`src/rtl/alu_arbiter.sv`:
```
// ---------------------------------------------------------------------------
// alu_arbiter
// Lets two requesters share one external ALU. Only one operation is in
// flight at a time. The flow is IDLE (grant and accept), then EXEC (the
// operands are held on the ALU for ALU_LAT clocks), then RESP (the captured
// result is held until the served port consumes it). When both ports
// request together, a round-robin pointer picks the port that did not win
// last time.
// ---------------------------------------------------------------------------
module alu_arbiter #(
  // Clocks from driving the ALU operands to sampling its result (1..4).
  parameter int ALU_LAT = 1
) (
  input  logic        clk,
  input  logic        reset_n,

  // Port 0
  input  logic        req0_valid,
  output logic        req0_ready,
  input  logic [31:0] req0_a,
  input  logic [31:0] req0_b,
  input  logic [5:0]  req0_fn,
  output logic        rsp0_valid,
  input  logic        rsp0_ready,
  output logic [31:0] rsp0_y,
  output logic [2:0]  rsp0_zvn,

  // Port 1
  input  logic        req1_valid,
  output logic        req1_ready,
  input  logic [31:0] req1_a,
  input  logic [31:0] req1_b,
  input  logic [5:0]  req1_fn,
  output logic        rsp1_valid,
  input  logic        rsp1_ready,
  output logic [31:0] rsp1_y,
  output logic [2:0]  rsp1_zvn,

  // Shared ALU
  output logic [31:0] alu_a,
  output logic [31:0] alu_b,
  output logic [5:0]  alu_fn,
  input  logic [31:0] alu_y,
  input  logic        alu_z,
  input  logic        alu_v,
  input  logic        alu_n
);

  typedef enum logic [1:0] {
    ST_IDLE = 2'd0,
    ST_EXEC = 2'd1,
    ST_RESP = 2'd2
  } state_t;

  // Value loaded into the latency counter on accept.
  localparam logic [2:0] LAT_INIT = 3'(ALU_LAT);

  state_t      state_q, state_d;
  logic [31:0] a_q, a_d;
  logic [31:0] b_q, b_d;
  logic [5:0]  fn_q, fn_d;
  logic [31:0] y_q, y_d;
  logic [2:0]  zvn_q, zvn_d;
  logic [2:0]  cnt_q, cnt_d;
  // Port currently being served (valid in EXEC and RESP).
  logic        port_q, port_d;
  // Port that wins when both request together. Resets to port 0.
  logic        prio_q, prio_d;

  logic        gnt_port;
  logic        accept;
  logic        rsp_hs;

  // Pick a winner among the valid requesters and raise ready only for it.
  // Ready is masked by reset_n, so it stays low while reset is asserted and
  // the first accept can only happen on a clock edge with reset released.
  always_comb begin
    if (req0_valid && req1_valid) begin
      gnt_port = prio_q;
    end else begin
      gnt_port = req1_valid;
    end
    accept     = reset_n && (state_q == ST_IDLE) && (req0_valid || req1_valid);
    req0_ready = accept && !gnt_port;
    req1_ready = accept &&  gnt_port;
  end

  // The served port consumes the response.
  always_comb begin
    rsp_hs = (state_q == ST_RESP) && (port_q ? rsp1_ready : rsp0_ready);
  end

  // Next-state logic: accept and register operands, count down the ALU
  // latency, capture the result, then wait for the response handshake.
  always_comb begin
    // NOTE: every signal assigned here gets a default first. A path that
    // left one unassigned would infer a latch.
    state_d = state_q;
    a_d     = a_q;
    b_d     = b_q;
    fn_d    = fn_q;
    y_d     = y_q;
    zvn_d   = zvn_q;
    cnt_d   = cnt_q;
    port_d  = port_q;
    prio_d  = prio_q;

    case (state_q)
      ST_IDLE: begin
        if (accept) begin
          a_d     = gnt_port ? req1_a  : req0_a;
          b_d     = gnt_port ? req1_b  : req0_b;
          fn_d    = gnt_port ? req1_fn : req0_fn;
          port_d  = gnt_port;
          cnt_d   = LAT_INIT;
          state_d = ST_EXEC;
        end
      end

      ST_EXEC: begin
        cnt_d = cnt_q - 3'd1;
        if (cnt_q == 3'd1) begin
          y_d     = alu_y;
          zvn_d   = {alu_z, alu_v, alu_n};
          state_d = ST_RESP;
        end
      end

      ST_RESP: begin
        if (rsp_hs) begin
          // The port just served loses the next tie.
          prio_d  = ~port_q;
          state_d = ST_IDLE;
        end
      end

      default: begin
        state_d = ST_IDLE;
      end
    endcase
  end

  // State and datapath registers.
  always_ff @(posedge clk or negedge reset_n) begin
    if (!reset_n) begin
      // NOTE: the operand and result registers are reset as well as the
      // control state. They drive alu_* directly, and all outputs must read
      // zero while reset is asserted.
      state_q <= ST_IDLE;
      a_q     <= '0;
      b_q     <= '0;
      fn_q    <= '0;
      y_q     <= '0;
      zvn_q   <= '0;
      cnt_q   <= '0;
      port_q  <= 1'b0;
      prio_q  <= 1'b0;
    end else begin
      // NOTE: sequential state uses non-blocking assignments only, so every
      // register samples the pre-edge values of the others.
      state_q <= state_d;
      a_q     <= a_d;
      b_q     <= b_d;
      fn_q    <= fn_d;
      y_q     <= y_d;
      zvn_q   <= zvn_d;
      cnt_q   <= cnt_d;
      port_q  <= port_d;
      prio_q  <= prio_d;
    end
  end

  // Drive the ALU from the registered operands. They only change on accept,
  // so they stay stable for all of EXEC. fn is passed through uninterpreted.
  always_comb begin
    alu_a  = a_q;
    alu_b  = b_q;
    alu_fn = fn_q;
  end

  // Present the response on the served port only. Data reads zero whenever
  // a port's valid is low.
  always_comb begin
    rsp0_valid = (state_q == ST_RESP) && !port_q;
    rsp1_valid = (state_q == ST_RESP) &&  port_q;
    rsp0_y     = rsp0_valid ? y_q   : '0;
    rsp0_zvn   = rsp0_valid ? zvn_q : '0;
    rsp1_y     = rsp1_valid ? y_q   : '0;
    rsp1_zvn   = rsp1_valid ? zvn_q : '0;
  end

  // -------------------------------------------------------------------------
  // Protocol invariants
  // -------------------------------------------------------------------------

  a_ready_excl : assert property (@(posedge clk) disable iff (!reset_n)
    !(req0_ready && req1_ready));

  a_ready_needs_valid : assert property (@(posedge clk) disable iff (!reset_n)
    (req0_ready |-> req0_valid) and (req1_ready |-> req1_valid));

  a_rsp_excl : assert property (@(posedge clk) disable iff (!reset_n)
    !(rsp0_valid && rsp1_valid));

  a_cnt_range : assert property (@(posedge clk) disable iff (!reset_n)
    (state_q == ST_EXEC) |-> (cnt_q >= 3'd1 && cnt_q <= LAT_INIT));

  a_alu_stable : assert property (@(posedge clk) disable iff (!reset_n)
    (state_q == ST_EXEC && cnt_q != LAT_INIT) |-> $stable({alu_a, alu_b, alu_fn}));

  a_rsp_hold : assert property (@(posedge clk) disable iff (!reset_n)
    (state_q == ST_RESP && !rsp_hs) |=>
      (state_q == ST_RESP && $stable(y_q) && $stable(zvn_q) && $stable(port_q)));

  a_rsp_zero : assert property (@(posedge clk) disable iff (!reset_n)
    (!rsp0_valid |-> (rsp0_y == '0 && rsp0_zvn == '0)) and
    (!rsp1_valid |-> (rsp1_y == '0 && rsp1_zvn == '0)));

endmodule

```
`config.mk`:
```
export PLATFORM = sky130hd
export DESIGN_NAME = alu_arbiter
export DESIGN_NICKNAME = d
export VERILOG_FILES = /design/src/rtl/alu_arbiter.sv
export SDC_FILE = /design/constraint.sdc
export NUM_CORES = 1
export LEC_CHECK = 0
export ABC_AREA = 1
export ABC_CLOCK_PERIOD_IN_PS = 1600
export BUFFER_PORTS_ARGS = -buffer_cell sky130_fd_sc_hd__buf_2
export CAP_MARGIN = 20
export CORE_MARGIN = 2
export CORE_UTILIZATION = 35
export CTS_BUF_LIST = sky130_fd_sc_hd__clkbuf_4 sky130_fd_sc_hd__clkbuf_8
export DETAILED_ROUTE_END_ITERATION = 6
export GPL_TIMING_DRIVEN = 0
export PLACE_DENSITY = 0.72
export SETUP_SLACK_MARGIN = 0.3
export SLEW_MARGIN = 20
export SYNTH_ARGS = -nofsm -noshare
export SYNTH_HDL_FRONTEND = slang
export SYNTH_SLANG_ARGS = --single-unit
export TNS_END_PERCENT = 5
```
`constraint.sdc`:
```
create_clock -name clk -period 1.6 [get_ports clk]
set_input_delay 0.08 -clock clk [delete_from_list [all_inputs] [get_ports clk]]
set_output_delay 0.08 -clock clk [all_outputs]
set_load 0.03 [all_outputs]
```
After elaboration in Yosys (flattened, before gate mapping):

Cells that the tools add are included.

* add/sub/neg operators: 1
* bitwise gates (word level): 1
* multiplexer cells: 15
* equal/unequal tests: 6
* reduce and logical (&&, ||, !) cells: 18

Operator list (count)
* $mux W32: 4
* $mux W3: 3
* $logic_and A1 B1 Y1: 8
* $reduce_and A2 Y1: 4
* $mux W2: 3
* $mux W6: 1
* $ne A2 B2 Y1 const B: 3
* $pmux W2 S3: 1
* $pmux W3 S2: 1
* $eq A3 B1 Y1 const B: 1
* $reduce_and A3 Y1: 1
* $sub A3 B1 Y3 const B: 1
* $eq A2 B1 Y1 const B: 1
* $eq A2 B2 Y1 const B: 1
* $logic_not A1 Y1: 2
* $logic_not A2 Y1: 1
* $mux W1: 2
* $reduce_bool A2 Y1: 1
* $logic_or A1 B1 Y1: 1
* $not A1 Y1: 1

* flip-flop bits (word level): 112
* output and inout port bits: 144
* input port bits: 181
* word-level logic and storage cells: 50

Logic depth before layout (Yosys ltp):

* word-level depth: 5
* mapped depth: 8

Least setup slack after synthesis:

No wires, ideal clock.

* path kind: register to output
* start: register state_q[0]
* end: output port req1_ready
* arrival: 1381 ps
* slack: 139 ps
* cell stages (with the launch flop): 6
* path through: dfrtp_1 -> nor2_1 -> nand3_2 -> buf_4 -> buf_6 -> nor2_1

* cells in the longest elaborated chain, start to end: 4

RTL lines
* start: declaration: line 58 `state_t state_q, state_d;`
* start signal: assignment: line 161 `state_q <= state_d;`
* $logic_not A2 Y1: line 83 `accept = reset_n && (state_q == ST_IDLE) && (req0_valid || req1_valid);`
* $logic_and A1 B1 Y1 (2 in series): line 83
* $logic_and A1 B1 Y1: line 85 `req1_ready = accept && gnt_port;`
* end: declaration: line 30 `output logic req1_ready,`

No other way between the ends.

Worst setup path in the final report:

* start: register state_q[1]
* end: output port rsp0_y[10]

* cells in the longest elaborated chain, start to end: 3

RTL lines
* $eq A2 B2 Y1: line 184 `rsp0_valid = (state_q == ST_RESP) && !port_q;`
* $logic_and A1 B1 Y1: line 184
* $mux W32: line 186 `rsp0_y = rsp0_valid ? y_q : '0;`
* end: declaration: line 25 `output logic [31:0] rsp0_y,`

No other way between the ends.

==> impl_metrics.py <==
metrics = {
    "yosys": {
        "syn-cell-area_um2": 5660,
        "syn-num-nets": 991,
        "synth_xor_area_share_pct": 0,
        "synthFlopType": "dfrtp_1",
        "synth-async-reset-ratio_pct": 100,
        "synth_cell_types": 19,
        "synth_top_family_by_area": "simple AND/OR/NAND/NOR gates",
        "synth_simple_gate_area_share_pct": 38.7,
        "synth-adder-area-share_pct": 0.442,
        "avgSynthCellArea_um2": 7.01,
        "syn_inst": 808,
        "synth_edf_count": 0,
        "ys_seq_area_share_pct": 49.5,
        "synth_top_cell_by_area": "dfrtp_1",
        "synth_area_leaders": "dfrtp_1 50%, nand2_1 24%, nor2_1 7.4%, nand3_1 6.3%, a21oi_1 3.2%",
        "yosysTopAreaCellShare_pct": 49.5,
        "synth_compound_area_share_pct": 3.69,
        "muxShareOfSynthArea_pct": 0,
        "ys_warn_count": 0,
        "synth_seq_cells": 112,
    },
    "grt": {
        "grt_first_pass_wirelength_mm": 34.5,
        "grt-ovfl-total": 0,
        "grt.total_usage_pct": 24.9,
        "grt_max_degree": 60,
        "antenna_found_initial": 1,
        "grt_pass1_vias": 6810,
    },
    "sta": {
        "finalCritPeriodShare_pct": 110,
        "slew_violations": 0,
        "finalSetupViolCount": 70,
        "hold_viol_final": 53,
        "fin_ws_ps": -156,
        "fin_skew_ps": 11.4,
        "timing.max_slew.rel_slack_pct": 62.8,
        "rsz0062_at_grt": "yes",
        "fmax_mhz": 569,
        "period_minus_slack_ps": 1760,
        "tightest_slew_ps": 558,
        "hold_ws_ps": -341,
    },
    "setup_path": {
        "max_stage_delay_ps": 430,
        "path_class": "register to primary output",
        "critPathMaxFanout": 10,
        "cp.arrival_ps": 1680,
        "cp-end-kind": "primary output",
        "crit_chain": "inv_2 -> nor2_4 -> nand2_4 -> buf_8 -> nor2_2 -> buf_4",
        "cpMaxStageDelayCell": "dfrtp_1",
        "worstPathRequired_ps": 1520,
        "r2r_setup_slack_ps": 160,
        "startpoint_type": "register",
    },
    "clock_network": {
        "holdBufCountCts": 91,
        "clock-sinks": 112,
        "cts.reportedPaths.clkPinSlew_ps": 90,
        "clkLatencyLatePin_ps": 370,
        "htreeDepth": 3,
        "clock_path_buffers": 2,
        "clockRootBuffer": "clkbuf_8",
        "numCtsBuffers": 9,
        "cts_tree": "yes",
    },
    "power_and_ir_drop": {
        "power-per-cell-area_nw_per_um2": 1530,
        "ir_worst_vdd_mv": 0.825,
        "switchingPower_w": 0.00719,
        "power_frac_clock_pct": 12.1,
        "p_leak_nw": 5.52,
        "power.internal_w": 0.00779,
        "switching_share_pct": 48.0,
        "p_comb_share_pct": 55.6,
        "p_seq_share_pct": 32.3,
    },
    "drt": {
        "wl_per_cell_um": 15.5,
        "remaining_drc_errors": 0,
        "via_count": 6931,
        "drt_pass1_iterations": 5,
        "vias_per_cell": 4.73,
        "postRouteAntennaNets": 0,
        "wl_mm": 22.7,
        "drt_iter0_markers": 364,
    },
    "job": {
        "drv_cap": 0,
    },
    "floorplanning": {
        "ios": 325,
        "die_height_um": 131,
        "rows": 46,
        "dieArea_um2": 17200,
        "start_util_pct": 35.8,
        "core_area_um2": 15800,
        "fp.dieW_um": 131,
    },
    "placement": {
        "portBuffers": 323,
        "placed_cell_area_um2": 7730,
        "place_inst": 1348,
        "routabilityCongestion": 0.922,
        "dp_slack_ps": -93.7,
        "dpl.hpwl_mm": 14.8,
    },
    "cells_and_area": {
        "final_cells": 1465,
        "final_area_um2": 9790,
        "drive_above_1_share_pct": 39.7,
        "syn2layout_area_growth_pct": 73.0,
        "fillCellCount": 1339,
        "final_nets": 1427,
        "seqCellArea_um2": 2800,
        "multi_input_area_um2": 2890,
    },
    "run_status": {
        "violations": "hold timing, setup timing",
        "status": "finished with violations",
    },
    "hold_path": {
        "hold_path.class": "primary input to async pin",
    },
}
-- state kept, by name (all words and copies together), names as in the netlist --
register and flops:
cnt_q 3, alu_a 32, y_q 32, port_q 1
prio_q 1, alu_b 32, state_q 2, zvn_q 3
alu_fn 6
-- placed cells by master (no fill, tap or decap), types with 2 or more instances in the layout --
cell type / netlist / routed
bufinv_16: 0 / 2
o21ai_0: 4 / 3
nand2_1: 361 / 361
buf_2: 29 / 252
buf_4: 2 / 57
inv_2: 2 / 6
buf_6: 2 / 42
nand2_4: 0 / 4
inv_1: 48 / 43
clkbuf_2: 0 / 4
nor2_2: 0 / 48
buf_8: 0 / 3
nor2_1: 111 / 25
clkinv_2: 0 / 2
nor2_4: 0 / 38
clkbuf_4: 0 / 11
buf_12: 0 / 8
clkbuf_1: 12 / 7
dlygate4sd3_1: 0 / 91
a21oi_1: 36 / 36
dfrtp_1: 112 / 111
nor3_1: 2 / 2
nand3_1: 71 / 71
clkbuf_8: 0 / 9
-- Yosys cell counts (2+ instances only) --
library cell	n
buf_4	2
buf_1	5
nand2_2	6
o21ai_0	4
nand2_1	361
nor2_1	111
a21oi_1	36
buf_6	2
ha_1	2
buf_2	29
inv_1	48
dfrtp_1	112
nor3_1	2
nand3_1	71
inv_2	2
clkbuf_1	12
-- cell type report --
class | instances | area share [%]
Multi-Input combinational cell | 596 | 29.5
Antenna cell | 1 | 0.0256
Clock buffer | 11 | 1.42
Tap cell | 216 | 2.76
Buffer | 50 | 5.03
Timing Repair Buffer | 425 | 29.9
Sequential cell | 112 | 28.6
Inverter | 50 | 1.97
Clock inverter | 4 | 0.715
-- cells by family after synthesis --
family / Yosys count
flip-flops: 112
AO/OA/AOI/OAI: 41
buffers and inverters: 100
adder cells (fa/ha/maj): 2
AND/OR/NAND/NOR: 553
-- routing by layer --
layer  vias up  GRT usage, %  part of all wire [%]
li1       3338             -                     -
met1      3198          29.2                    40
met2       353          44.4                    50
met3        42          5.29                   7.6
met4         0          10.1                   2.6
met5         -             0                     0
-- critical path, delay by kind of cell, from the launching register on --
| kind | cells | cell delay, ps |
|---|---|---|
| buf+inv | 3 | 460 |
| flops | 1 | 430 |
| simple gates | 3 | 420 |
-- power groups by stage --
| stage | Combinational [W] | Sequential [W] | Clock (W) |
|---|---|---|---|
| 5_1_grt | 0.00895 | 0.00497 | 0.00200 |
| 3_5_place_dp | 0.00707 | 0.00478 | 0 |
| 6_report | 0.00832 | 0.00484 | 0.00182 |
| 4_1_cts | 0.00783 | 0.00479 | 0.00188 |
| 2_1_floorplan | 0.00319 | 0.00633 | 0 |
| 3_3_place_gp | 0.00693 | 0.00475 | 0 |
-- stage by stage --
step / total power, W / util, % / setup TNS, ps / hold slack, ps
4_1_cts: 0.0145 / 59.4 / -8330 / -348
6_report: 0.0150 / 61.9 / -7490 / -341
2_1_floorplan: 0.00952 / - / 0 / -216
3_5_place_dp: 0.0118 / 48.8 / -205 / 73.2
3_3_place_gp: 0.0117 / 48.6 / -241710 / 326
5_1_grt: 0.0159 / 61.9 / -14210 / -314
-- what timing repair did --
action | CTS | global route
resized for setup | 170 | 96
pin swaps | 5 | 11
endpoints found under the setup margin | 185 | 184
cloned | 0 | 0
buffers inserted | 6 | 4
endpoints found under the hold margin | 140 | 53
-- path summary, 6_finish.rpt --
kind,from,end,cells past startpoint
setup / recovery,state_q[1],rsp0_y[10],6
hold / removal,reset_n,y_q[17],1
setup reg to reg,state_q[0],y_q[1],7
hold reg to reg,alu_a[0],alu_a[0],2
max in group asynchronous,reset_n,alu_b[0],2
min in group clk,req0_fn[4],alu_fn[4],5
Power figures use the tool's default switching activity.
